--- src/rtl/prog_fetch_ctrl.sv ---
// Fetch sequencer and ROM arbiter between ProgRom and the MCU decoder.
// Owns PROG_ADDR: sequential fetch, stall re-read, jump, interrupt vector and debug read steals.
module prog_fetch_ctrl #(
    parameter int unsigned ADDR_W       = 10,
    parameter int unsigned DATA_W       = 18,
    parameter logic [ADDR_W-1:0] RESET_VEC = '0,
    parameter logic [ADDR_W-1:0] INTR_VEC  = '1,
    parameter int unsigned DBG_MAX_WAIT = 8
) (
    input  logic              CLK,
    input  logic              RST_N,
    output logic [ADDR_W-1:0] PROG_ADDR,
    input  logic [DATA_W-1:0] PROG_IR,
    output logic [DATA_W-1:0] IR,
    output logic [ADDR_W-1:0] IR_PC,
    output logic              IR_VALID,
    input  logic              IR_READY,
    input  logic              JMP_EN,
    input  logic [ADDR_W-1:0] JMP_ADDR,
    input  logic              INTR_EN,
    input  logic              DBG_REQ,
    input  logic [ADDR_W-1:0] DBG_ADDR,
    output logic              DBG_GNT,
    output logic [DATA_W-1:0] DBG_DATA,
    output logic              DBG_VALID
);

    localparam int unsigned CNT_W = $clog2(DBG_MAX_WAIT + 1);

    typedef enum logic [1:0] {BOOT, FETCH, DBG} state_t;

    state_t            state;
    logic [ADDR_W-1:0] replay;
    logic [ADDR_W-1:0] ir_pc;
    logic [CNT_W-1:0]  starve_cnt;
    logic              intr_pend;

    logic              in_fetch;
    logic              intr_take;
    logic              ir_valid_c;
    logic              jmp_take;
    logic              stalled;
    logic              starved;
    logic              gnt;
    logic [ADDR_W-1:0] pc_inc;
    logic [ADDR_W-1:0] addr_c;

    always_comb begin
        in_fetch   = (state != DBG);
        intr_take  = in_fetch & RST_N & (INTR_EN | intr_pend);
        // An interrupt taken this cycle squashes the instruction currently on IR.
        ir_valid_c = (state == FETCH) & ~intr_take;
        jmp_take   = ir_valid_c & JMP_EN;
        stalled    = ir_valid_c & ~IR_READY;
        starved    = (starve_cnt == CNT_W'(DBG_MAX_WAIT));
        gnt        = in_fetch & RST_N & ~intr_take & ~jmp_take & DBG_REQ & (stalled | starved);
        pc_inc     = ir_pc + 1'b1;

        addr_c = replay;
        if (!RST_N)
            addr_c = RESET_VEC;
        else if (state == DBG)
            addr_c = replay;
        else if (intr_take)
            addr_c = INTR_VEC;
        else if (jmp_take)
            addr_c = JMP_ADDR;
        else if (gnt)
            addr_c = DBG_ADDR;
        else if (ir_valid_c & IR_READY)
            addr_c = pc_inc;
        else if (ir_valid_c)
            addr_c = ir_pc;
    end

    always_ff @(posedge CLK or negedge RST_N) begin
        if (!RST_N) begin
            state      <= BOOT;
            replay     <= RESET_VEC;
            ir_pc      <= RESET_VEC;
            intr_pend  <= 1'b0;
            starve_cnt <= '0;
        end else begin
            ir_pc <= addr_c;
            if (state == DBG) begin
                state     <= FETCH;
                intr_pend <= intr_pend | INTR_EN;
            end else begin
                intr_pend <= 1'b0;
                if (gnt) begin
                    state      <= DBG;
                    starve_cnt <= '0;
                    // Resume point after the steal: re-read a stalled IR, otherwise the next one.
                    if (ir_valid_c)
                        replay <= stalled ? ir_pc : pc_inc;
                end else begin
                    state <= FETCH;
                    if (!DBG_REQ)
                        starve_cnt <= '0;
                    else if (!starved)
                        starve_cnt <= starve_cnt + 1'b1;
                end
            end
        end
    end

    assign PROG_ADDR = addr_c;
    assign IR        = PROG_IR;
    assign IR_PC     = ir_pc;
    assign IR_VALID  = ir_valid_c;
    assign DBG_GNT   = gnt;
    assign DBG_VALID = (state == DBG);
    assign DBG_DATA  = (state == DBG) ? PROG_IR : '0;

endmodule

--- config.mk ---
export PLATFORM = sky130hd
export DESIGN_NAME = prog_fetch_ctrl
export DESIGN_NICKNAME = d
export VERILOG_FILES = /design/src/rtl/prog_fetch_ctrl.sv
export SDC_FILE = /design/constraint.sdc
export NUM_CORES = 1
export LEC_CHECK = 0
export ABC_CLOCK_PERIOD_IN_PS = 3200
export BUFFER_PORTS_ARGS = -buffer_cell sky130_fd_sc_hd__buf_2
export CAP_MARGIN = 20
export CORE_ASPECT_RATIO = 0.7
export CORE_UTILIZATION = 51
export DETAILED_ROUTE_END_ITERATION = 7
export PLACE_DENSITY = 0.83
export SLEW_MARGIN = 20
export SYNTH_ARGS = -nofsm -noshare
export SYNTH_HDL_FRONTEND = slang
export SYNTH_SLANG_ARGS = --single-unit
--- constraint.sdc ---
create_clock -name CLK -period 3.2 [get_ports CLK]
set_input_delay 0.64 -clock CLK [delete_from_list [all_inputs] [get_ports CLK]]
set_output_delay 0.64 -clock CLK [all_outputs]
set_load 0.1 [all_outputs]
; ---- After elaboration in Yosys (flattened, before gate mapping)
; Index checks and enable logic that the tools add are counted.
[totals]
regBits = 27
input_bits = 44
out_inout_bits = 59
elab_cells = 45
[classes]
addsub = 2
n_eq_ne = 5
n_mux = 15
n_bitwise = 16
n_reduce_logical = 2
[op_table]
columns = op, n
row1 = 2-to-1 mux 10 bit, 8
row2 = 2-to-1 mux 18 bit, 1
row3 = 2-to-1 mux 4 bit, 3
row4 = adder 10 x 1 -> 10 bit (second input constant), 1
row5 = AND 1 bit, 10
row6 = adder 4 x 1 -> 4 bit (second input constant), 1
row7 = equality test 4 bit (second input constant), 1
row8 = 2-to-1 mux 2 bit, 2
row9 = inverter 1 bit, 4
row10 = != test 3 bit (second input constant), 1
row11 = AND reduction 3 bit, 1
row12 = equality test 2 x 1 -> 1 bit (second input constant), 1
row13 = equality test 2 bit (second input constant), 1
row14 = != test 2 bit (second input constant), 1
row15 = OR 1 bit, 2
row16 = AND reduction 2 bit, 1
row17 = 2-to-1 mux 1 bit, 1

; ---- Longest topological paths before layout
; Gate-level depths: netlist of the first run.
[depth]
depth_word = 15
depth_mapped = 7
mapped_depth_nobuf = 7

; ---- Worst setup path before layout of the first run
; No wires, ideal clock.
[synth_timing]
kind = input to output
from = in IR_READY
to = out PROG_ADDR[0]
t_arrival_ps = 5169
t_required_ps = 2560
slack_ps = -2609
path_stages = 5
path_buffers = 1
path_cell_list = buf_2 > or3b_2 > o21ai_2 > nand2_1 > o311ai_0
[synth_between]
elab_chain_cells = 9
[synth_rtl]
columns = item, line
row1 = from (decl), 17  ; input logic IR_READY,
row2 = inverter 1 bit, 54  ; stalled = ir_valid_c & ~IR_READY;
row3 = AND 1 bit, 54
row4 = OR 1 bit, 56  ; gnt = in_fetch & RST_N & ~intr_take & ~jmp_take & DBG_REQ & (stalled | starved);
row5 = AND 1 bit, 56
row6 = 2-to-1 mux 10 bit (*), 68  ; else if (gnt)
row7 = 2-to-1 mux 10 bit (*), 66  ; else if (jmp_take)
row8 = 2-to-1 mux 10 bit (*), 64  ; else if (intr_take)
row9 = 2-to-1 mux 10 bit (*), 62  ; else if (state == DBG)
row10 = 2-to-1 mux 10 bit (*), 60  ; if (!RST_N)
row11 = to (decl), 12  ; output logic [ADDR_W-1:0] PROG_ADDR,
; Every way passes the cells marked *; elsewhere a longest branch is shown, timed or not.

; ---- Worst setup path in the final report of the first run
[layout_timing]
from = reg state[0]
to = out PROG_ADDR[8]
[layout_between]
elab_chain_cells = 15
[layout_rtl]
columns = item, line
row1 = from (decl), 32  ; state_t state;
row2 = from (signal assigned), 78  ; state <= BOOT;
row3 = from (signal assigned), 86  ; state <= FETCH;
row4 = from (signal assigned), 91  ; state <= DBG;
row5 = != test 2 bit, 49  ; in_fetch = (state != DBG);
row6 = AND 1 bit, "50, 56"
row7 = AND 1 bit, 50  ; intr_take = in_fetch & RST_N & (INTR_EN | intr_pend);
row8 = inverter 1 bit, "52, 56"
row9 = AND 1 bit, 52  ; ir_valid_c = (state == FETCH) & ~intr_take;
row10 = AND 1 bit, 53  ; jmp_take = ir_valid_c & JMP_EN;
row11 = inverter 1 bit, 56
row12 = AND 1 bit (3 in a row), 56
row13 = 2-to-1 mux 10 bit, 68
row14 = 2-to-1 mux 10 bit, 66
row15 = 2-to-1 mux 10 bit, 64
row16 = 2-to-1 mux 10 bit (*), 62
row17 = 2-to-1 mux 10 bit (*), 60
; Marks and branches as above.

==> impl_metrics.csv, run 1 <==
group,metric,value,unit
timing,drv_slew,0,
synth,netlist-cell-type-count,65,
cts,hold_buffers,0,
die,pin_count,103,
cts,cts_made_buffers,3,
power_and_ir_drop,p_comb_share,51.6,%
worst_setup_path,setup.worst_path.start_class,"register",
drt,drc,0,
drt,drt_iter0_drc,306,
synth,yosysTopAreaCell,"dfrtp_1",
global_routing,grt_pass1_vias,2305,
job,cap_violations,0,
die,die_h,57.7,um
timing,hold_violations,0,
layout,nets,406,
power_and_ir_drop,internal_power,0.703,mW
worst_setup_path,cp.arrival,2440,ps
synth,synth_ff_type,"dfrtp_1",
cts,cts.htree.levels,1,
cts,clock-sinks,27,
global_routing,track_usage,33.6,%
timing,max_freq,0.325,GHz
synth,synth_common_cells,"27 x dfrtp_1, 18 x and2_1, 18 x buf_4",
synth,synth_area_leaders,"dfrtp_1 30%, buf_4 6.0%, and2_1 5.0%, o21ai_0 3.3%, nand2_1 2.3%",
drt,wirelength,7820,um
global_routing,grt_pass1_wl,11900,um
layout,syn_to_final_growth,40.8,%
place,dpl.hpwl,6030,um
place,io_buffer_count,102,
timing,setup_viol,0,
timing,rsz0062_at_grt,"no",
synth,synth-edff-count,0,
cts,clk_latency,280,ps
layout,final_core_util,77.9,%
synth,syn_inst,261,
die,core-area,0.00409,sq mm
power_and_ir_drop,seqPwrFrac,33.3,%
layout,diodes,0,
power_and_ir_drop,pwr-share-clk,15.1,%
timing,fin_tns_setup,0,ps
power_and_ir_drop,p_leak,1.48,nW
drt,vias,2636,
timing,slew_headroom,47.6,%
worst_setup_path,worst-setup-path-type,"reg2out",
die,num_rows,19,
synth,syn_nets,308,
global_routing,grt_max_degree,29,
synth,synth_area,0.00226,sq mm
timing,clock_skew,4.06,ps
die,initial_core_util,55.3,%
global_routing,antenna_found_initial,0,
worst_setup_path,end_kind,"output pin",
worst_setup_path,required,2560,ps
power_and_ir_drop,peakVddDrop,401,uV
layout,drive_above_1_share,45.3,%
synth,seq_area_frac_synth,29.9,%
drt,avgViaCountPerCell,6.43,
place,routabilityCongestion,0.988,
cts,cts_root_buf,"clkbuf_8",
die,dieArea,0.00471,sq mm
drt,dr.pass1.iters,6,
worst_setup_path,cp_max_fo,9,
power_and_ir_drop,pwr_density_cell,443,mW/mm^2
synth,yosysWarnings,0,
drt,routedWlPerCell,19.1,um
timing,worstMarginPinSlew,786,ps
drt,ant_nets,0,
synth,yosysMostFrequentCell,"dfrtp_1",
synth,async_reset_ff_share,100,%
die,die_x,81.6,um
status,status,"finished clean",
timing,fin_crit,3080,ps
synth,syn_area_per_cell,8.66,sq um
power_and_ir_drop,switching_power,0.707,mW
hold_path,min_path_type,"in2async",
global_routing,grt_overflow_total,0,
timing,finalCritPeriodShare,96.2,%
cts,cts_buffer_depth,2,
power_and_ir_drop,swShare,50.2,%
cts,clk_pin_slew,100,ps
synth,synth.top_cell.area_share,29.9,%
synth,synth_seq_cells,27,
cts,cts_tree,"built",
## flip-flops by register name, indices dropped and copies added (netlist names)
signal	cells
IR_PC	10
replay	10
starve_cnt	4
state	2
intr_pend	1
## area by class of cell
type	instances	area (sq um)
clock buffers	3	41.3
clock inverters	1	7.51
fillers	310	905
inverters	9	38.8
multi-input cells	193	1500
flip-flops and latches	27	679
well taps	52	65.1
repair buffers	125	848
## critical path, cell delays in order, from the launching register on
cell,delay [ps]
dfrtp_1,530
buf_4,210
nor3b_1,350
a21boi_2,190
buf_4,190
o32a_1,370
o31ai_4,90
buf_12,210
## power groups by stage
| stage | sequential, mW | clock (mW) | combinational (mW) |
|---|---|---|---|
| CTS | 0.465 | 0.213 | 0.722 |
| finish | 0.470 | 0.213 | 0.728 |
| global route | 0.475 | 0.235 | 0.758 |
| global placement | 0.468 | 0 | 0.706 |
| floorplan | 0.556 | 0 | 0.444 |
| detailed placement | 0.472 | 0 | 0.717 |
## kinds of logic (layout without fill, tap and decap cells)
family / count (synthesis) / after routing / synth area share [%]
simple gates: 92 / 92 / 23.6
flops: 27 / 27 / 29.9
mux: 7 / 7 / 3.38
fa+ha+maj: 3 / 3 / 1.66
xor+xnor: 10 / 10 / 3.87
buf+inv: 41 / 138 / 10.3
compound gates: 81 / 81 / 27.3
## cell usage in the layout, fill, tap and decap left out, types with 4 or more instances in the layout
master    Yosys  final
a211o_1       5      5
buf_12        0     11
o21ai_0      15     13
a21oi_1      10     10
nor4_1        6      5
mux2i_1       5      5
and2_1       18     18
dfrtp_1      27     24
o211ai_1      7      7
nand4_1       6      6
buf_2         3     91
nor3_1        5      5
inv_1         8      8
buf_4        18     23
nor2_1       13     13
xor2_1        5      5
xnor2_1       5      5
nand2_1      14     14
or3b_2        4      4
nand3_1       5      5
nand2b_1      4      4
## metal layers
metal | GRT usage, % | share of wire (%) | vias up
met5 | 0 | 0 | -
met4 | 7.52 | 1.3 | 0
met3 | 8.50 | 11 | 16
met2 | 49.5 | 45 | 181
met1 | 49.6 | 43 | 1268
li1 | - | - | 1171
## path summary, 6_finish.rpt
kind | start | to | slack (ps) | cells after the start
setup reg to reg | state[1]$_DFF_PN0_ | replay[7]$_DFFE_PN0P_ | 740 | 5
setup / recovery | state[0]$_DFF_PN0_ | PROG_ADDR[8] | 120 | 7
hold reg to reg | replay[2]$_DFFE_PN0P_ | replay[2]$_DFFE_PN0P_ | 570 | 2
min in group CLK | replay[2]$_DFFE_PN0P_ | replay[2]$_DFFE_PN0P_ | 570 | 2
max in group asynchronous | RST_N | IR_PC[1]$_DFF_PN0_ | 2420 | 3
hold / removal | RST_N | intr_pend$_DFF_PN0_ | 310 | 2
## stage by stage
stage	total power, mW	instances	setup slack, ps	area, sq um	hold slack (ps)
5_1_grt	1.47	410	42.0	3180	301
4_1_cts	1.40	409	28.8	3160	308
2_1_floorplan	1.00	261	-145	2400	344
6_report	1.41	410	122	3180	310
3_3_place_gp	1.17	405	253	3110	534
3_5_place_dp	1.19	405	214	3110	553
## repair_timing
item	4_1_cts	5_1_grt
gates resized for setup	1	3
setup buffers	0	1
setup endpoints to repair	3	7
gates cloned	0	0
pin swaps	0	2
(Power assumes the default switching activity.)
==> inputs of run 2 (changes only) <==
Settings changed: ABC_AREA from default to 1, CORE_UTILIZATION 51 to 52, PLACE_DENSITY 0.83 to 0.84.
==> run 2 against run 1 <==
Compared with the run above: core utilization fell by 6.8 points; largest power group unchanged; power fell by 12%; maximum frequency rose by 2.3%; count of clock-buffer cells in the layout did not move; sequential power fell by 9.6%; sequential share of layout area rose by 0.63 points; synthesized cell count rose by 51%; critical path depth rose by 3; die area rose by 2.0%; via count rose by 2.0%; critical path type unchanged; worst hold slack improved by 57 ps; sequential cell count did not move; largest cell class unchanged.
==> impl_metrics.csv, run 2 <==
group,metric,value,unit
status,status,"finished clean",
drt,avgViaCountPerCell,5.05,
global_routing,grt_max_degree,32,
worst_setup_path,path_cells,"inv_1, nand2_1, inv_2, nand3_4, nand2_4, nand2_2, nand2_1, nand2_1, a21oi_2, buf_12",
global_routing,grt_pass1_wl,10700,um
cts,clk_pin_slew,100,ps
die,die_h,58.3,um
place,place_area,0.00302,sq mm
synth,synth_seq_cells,27,
layout,final_core_util,71.0,%
synth,syn_nets,440,
synth,synth.top_cell.area_share,28.7,%
timing,slew_headroom,64.6,%
synth,seq_area_frac_synth,28.7,%
die,pin_count,103,
timing,worstMarginPinSlew,530,ps
timing,rsz0062_at_grt,"no",
worst_setup_path,setup.worst_path.start_class,"register",
layout,diodes,0,
drt,routedWlPerCell,12.7,um
layout,final_cell_mix,"121 x nand2_1, 92 x buf_2, 72 x inv_1, 45 x nor2_1, 27 x dfrtp_1",
power_and_ir_drop,p_leak,1.91,nW
drt,ant_nets,0,
global_routing,grt_pass1_vias,2417,
die,dieArea,0.00480,sq mm
place,io_buffer_count,102,
die,die_x,82.4,um
layout,nets,525,
synth,synth_area_leaders,"dfrtp_1 29%, nand2_1 19%, inv_1 11%, nor2_1 7.2%, buf_4 6.7%",
drt,dr.pass1.iters,5,
layout,finalInstanceArea,0.00308,sq mm
die,num_rows,20,
place,routabilityCongestion,0.944,
synth,synth_area,0.00235,sq mm
worst_setup_path,worst-setup-path-type,"reg2out",
synth,syn_area_per_cell,5.99,sq um
drt,drt_iter0_drc,209,
job,cap_violations,0,
global_routing,antenna_found_initial,0,
layout,final_common_cell,"nand2_1",
timing,max_freq,0.332,GHz
cts,cts_tree,"built",
layout,syn_to_final_growth,30.7,%
synth,synth-edff-count,0,
cts,cts_root_buf,"clkbuf_8",
worst_setup_path,cpPeakStageDelay,420,ps
worst_setup_path,cp_max_fo,17,
cts,hold_buffers,0,
hold_path,min_path_type,"in2async",
timing,drv_slew,0,
worst_setup_path,cp.arrival,2370,ps
global_routing,grt_overflow_total,0,
synth,syn_inst,393,
cts,clock-sinks,27,
timing,clock_skew,6.72,ps
synth,async_reset_ff_share,100,%
synth,yosysMostFrequentCell,"nand2_1",
timing,setup_viol,0,
worst_setup_path,end_kind,"output pin",
synth,yosysWarnings,0,
cts,clk_latency,290,ps
timing,timing.hold.ws,367,ps
cts,cts.htree.levels,1,
cts,cts_made_buffers,3,
drt,vias,2689,
timing,fin_tns_setup,0,ps
die,initial_core_util,54.3,%
timing,finalCritPeriodShare,94.1,%
place,dpl.hpwl,5130,um
synth,yosysTopAreaCell,"dfrtp_1",
drt,drc,0,
global_routing,track_usage,29.3,%
layout,drive_above_1_share,28.7,%
worst_setup_path,slowest_stage,"dfrtp_1",
drt,wirelength,6740,um
synth,synth_ff_type,"dfrtp_1",
timing,hold_violations,0,
worst_setup_path,path_common_cell,"nand2_1",
power_and_ir_drop,peakVddDrop,253,uV
synth,netlist-cell-type-count,24,
cts,cts_buffer_depth,2,
die,core-area,0.00433,sq mm
synth,synth_common_cells,"121 x nand2_1, 72 x inv_1, 45 x nor2_1",
worst_setup_path,required,2560,ps
power_and_ir_drop,pwr_density_cell,403,mW/mm^2
timing,fin_crit,3010,ps
==> run 2: cell count changes after synthesis, sizes merged, moves of 11 or more <==
cell   previous run  this run
a21oi            11        22
inv               8        75
nor2             14        46
nand3             5        29
and2             18         0
nand2            14       125
==> run 2: metal layers <==
layer | vias to the layer above | track usage [%] | routed length, um
met3 | 10 | 5.51 | 664
met2 | 128 | 49.4 | 3070
met5 | - | 0 | 0
li1 | 1340 | - | -
met1 | 1211 | 39.0 | 2910
met4 | 0 | 6.77 | 89
==> run 2: worst paths after layout <==
check / from / slack [ps] / cells past startpoint / to
max in group asynchronous: RST_N / 2580 / 2 / IR_PC[3]$_DFF_PN0_
min reg2reg: replay[6]$_DFFE_PN0P_ / 510 / 2 / replay[6]$_DFFE_PN0P_
max: state[1]$_DFF_PN0_ / 190 / 10 / PROG_ADDR[1]
min: RST_N / 370 / 2 / IR_PC[9]$_DFF_PN0_
max reg2reg: state[1]$_DFF_PN0_ / 1130 / 10 / replay[3]$_DFFE_PN0P_
min in group CLK: replay[6]$_DFFE_PN0P_ / 510 / 2 / replay[6]$_DFFE_PN0P_
==> run 2: layout make-up <==
cell class	count	area, sq um
multi-input combinational	260	1270
fill	390	1250
timing repair buffer	111	728
sequential	27	676
inverter	75	282
tap	55	68.8
clock buffer	3	41.3
clock inverter	1	5.00
==> run 2: power breakdown <==
part	switching (mW)	internal [mW]	total, mW
combinational	0.450	0.159	0.609
sequential	0.0429	0.382	0.425
clock	0.118	0.0878	0.206
==> run 2: logic make-up (layout without fill, tap and decap cells) <==
logic type / count (synthesis) / count (layout) / share of synthesized area [%]
AND/OR/NAND/NOR: 208 / 208 / 37.3
buffers and inverters: 106 / 190 / 21.1
flip-flops: 27 / 27 / 28.7
adder cells (fa/ha/maj): 3 / 3 / 1.60
XOR/XNOR: 3 / 3 / 1.12
AO/OA/AOI/OAI: 46 / 46 / 10.1
==> run 2: repair_timing <==
item	4_1_cts	5_1_grt
endpoints found under the setup margin	0	5
endpoints found under the hold margin	0	0
buffers inserted	0	0
resized for setup	0	1
==> run 2: through the flow <==
| step | worst slack, ps | power, mW | cells |
|---|---|---|---|
| after global placement | 331 | 1.02 | 528 |
| after global routing | 36.2 | 1.30 | 532 |
| after CTS | 136 | 1.24 | 532 |
| final | 190 | 1.24 | 532 |
| after detailed placement | 269 | 1.04 | 528 |
| after floorplan | -259 | 0.886 | 393 |
==> run 2: worst max-delay path, delay by kind of cell, from the launching register on <==
kind / cells / cell delay [ps]
AO/OA/AOI/OAI: 1 / 200
flip-flops: 1 / 420
AND/OR/NAND/NOR: 6 / 950
buffers and inverters: 3 / 490
==> inputs of run 3 (changes only) <==
Settings changed: ABC_CLOCK_PERIOD_IN_PS 3200 to 2500, CORE_UTILIZATION 52 to 44, PLACE_DENSITY 0.84 to 0.75.
Clock period 3.2 ns to 2.5 ns, I/O delays scaled along.
==> run 3 against run 2 <==
Compared with the run above: the run now ends with negative setup slack left; critical path depth is 1 lower; design area rose by 21%; critical endpoint is now PROG_ADDR[3]; power up 41%; largest power group unchanged; setup slack worse by 230 ps; via count is 7.1% higher.
==> impl_metrics.csv, run 3 (synthesized netlist as in run 2, its figures left out) <==
group,metric,value,unit
status,status,"finished, violations left",
status,violations,"negative setup slack",
drt,drt_iter0_drc,228,
global_routing,grt_pass1_wl,11900,um
global_routing,grt_pass1_vias,2621,
die,dieArea,0.00565,sq mm
layout,final_cell_mix,"101 x nand2_1, 91 x buf_2, 62 x inv_1, 37 x nor2_1, 34 x buf_4",
worst_setup_path,worst-setup-path-type,"reg2out",
power_and_ir_drop,p_leak,2.13,nW
cts,cts_made_buffers,3,
power_and_ir_drop,swShare,49.1,%
worst_setup_path,cp.arrival,2040,ps
timing,setup_ws,-41.4,ps
drt,dr.pass1.iters,5,
power_and_ir_drop,peakVddDrop,309,uV
drt,wirelength,8010,um
layout,nets,555,
worst_setup_path,setup.worst_path.start_class,"register",
worst_setup_path,end_kind,"output pin",
global_routing,grt_overflow_total,0,
timing,fin_tns_setup,-41.4,ps
place,routabilityCongestion,0.878,
timing,worstMarginPinSlew,489,ps
power_and_ir_drop,seqPwrFrac,31.8,%
worst_setup_path,required,2000,ps
cts,clk_latency,290,ps
cts,cts_buffer_depth,2,
timing,slew_headroom,67.6,%
timing,setup_viol,1,
power_and_ir_drop,pwr-share-clk,15.5,%
worst_setup_path,path_cells,"inv_2, nand2_4, nand3_4, nand3_2, or2_0, nand3_1, nand2_1, a21oi_4, buf_12",
die,die_x,89.4,um
cts,cts.htree.levels,1,
die,die_h,63.2,um
timing,hold_violations,0,
layout,syn_to_final_growth,57.7,%
die,num_rows,21,
cts,hold_buffers,0,
hold_path,min_path_type,"in2async",
layout,nFillCells,396,
drt,vias,2880,
timing,fin_crit,2540,ps
job,cap_violations,0,
place,placedCellCount,552,
power_and_ir_drop,switching_power,0.856,mW
drt,ant_nets,0,
global_routing,antenna_found_initial,0,
layout,final_common_cell,"nand2_1",
place,io_buffer_count,102,
drt,drc,0,
cts,cts_root_buf,"clkbuf_8",
die,initial_core_util,47.4,%
layout,final_cells,576,
timing,max_freq,0.393,GHz
timing,rsz0062_at_grt,"yes",
cts,clock-sinks,27,
worst_setup_path,slowest_stage,"dfrtp_1",
worst_setup_path,cpPeakStageDelay,420,ps
place,dpl.hpwl,5490,um
layout,diodes,0,
worst_setup_path,cp_top_family,"simple AND/OR/NAND/NOR gates",
global_routing,track_usage,27.0,%
timing,finalCritPeriodShare,102,%
worst_setup_path,cp_max_fo,7,
die,core-area,0.00497,sq mm
cts,cts_tree,"built",
worst_setup_path,path_buf_inv,2,
power_and_ir_drop,p_comb_share,52.7,%
timing,drv_slew,0,
drt,avgViaCountPerCell,5.00,
power_and_ir_drop,pwr_density_cell,470,mW/mm^2
global_routing,grt_max_degree,25,
power_and_ir_drop,internal_power,0.888,mW
drt,routedWlPerCell,13.9,um
timing,clock_skew,5.67,ps
die,pin_count,103,
layout,drive_above_1_share,46.2,%
cts,clk_pin_slew,110,ps
-- run 3: cell count changes in the layout (fill, tap and decap cells not counted), sizes merged --
cell	change
clkbuf	+1
buf	+29
-- run 3: per-stage QoR --
| stage | total power, mW | instance area [sq um] | setup slack [ps] | hold slack, ps | util, % |
|---|---|---|---|---|---|
| 4_1_cts | 1.65 | 3360 | 11.3 | 244 | 67.6 |
| 2_1_floorplan | 1.15 | 2480 | -158 | 204 | - |
| 6_report | 1.74 | 3710 | -41.4 | 244 | 74.7 |
| 3_3_place_gp | 1.34 | 3180 | 83.0 | 482 | 64.1 |
| 5_1_grt | 1.82 | 3710 | -108 | 247 | 74.7 |
| 3_5_place_dp | 1.35 | 3180 | 40.0 | 479 | 64.1 |
-- run 3: per-layer routing --
metal | vias up | wire (um) | GRT usage (%)
li1 | 1406 | - | -
met1 | 1314 | 3410 | 36.3
met2 | 144 | 3810 | 45.3
met3 | 16 | 649 | 4.06
met4 | 0 | 137 | 6.15
met5 | - | 0 | 0
-- run 3: worst reg2reg max path, stage by stage (launching register included) --
cell and delay, ps:
dfrtp_1 410, inv_2 80, a21oi_2 150, nand2_1 110
nor2_4 210, buf_4 210, nand3_2 70, nand2_1 50
inv_1 50, nand2_2 70, a21oi_4 70, buf_4 150
buf_4 120
-- run 3: area by class of cell --
class	count	area [sq um]	share of cell area (%)
multi-input combinational	260	1560	42.0
inverter	75	287	7.72
sequential	27	693	18.7
clock inverter	1	5.00	0.135
tap	69	86.3	2.33
timing repair buffer	141	1040	28.0
clock buffer	3	41.3	1.11
-- run 3: path summary, 6_finish.rpt --
path                                             endpoint  depth (start not counted)  slack, ps                  start
worst max-delay path                         PROG_ADDR[3]                          9        -40     state[0]$_DFF_PN0_
worst min register to register      replay[7]$_DFFE_PN0P_                          2        510  replay[7]$_DFFE_PN0P_
worst max register to register         IR_PC[8]$_DFF_PN0_                         12        650     state[0]$_DFF_PN0_
worst min-delay path            starve_cnt[3]$_DFFE_PN0P_                          2        240                  RST_N
min in group CLK                    replay[7]$_DFFE_PN0P_                          2        510  replay[7]$_DFFE_PN0P_
max in group asynchronous              IR_PC[5]$_DFF_PN0_                          2       1960                  RST_N
-- run 3: timing repair --
| action | in CTS | in global routing |
|---|---|---|
| cloned | 1 | 1 |
| setup endpoints to repair | 10 | 10 |
| pin swaps | 8 | 20 |
| buffers inserted | 6 | 13 |
| gates resized for setup | 22 | 62 |
-- run 3: power by group through the flow --
stage | logic, mW | registers (mW) | clock network (mW)
2_1_floorplan | 0.500 | 0.646 | 0
3_3_place_gp | 0.786 | 0.554 | 0
3_5_place_dp | 0.800 | 0.555 | 0
4_1_cts | 0.836 | 0.545 | 0.268
5_1_grt | 0.976 | 0.561 | 0.284
6_report | 0.919 | 0.555 | 0.270
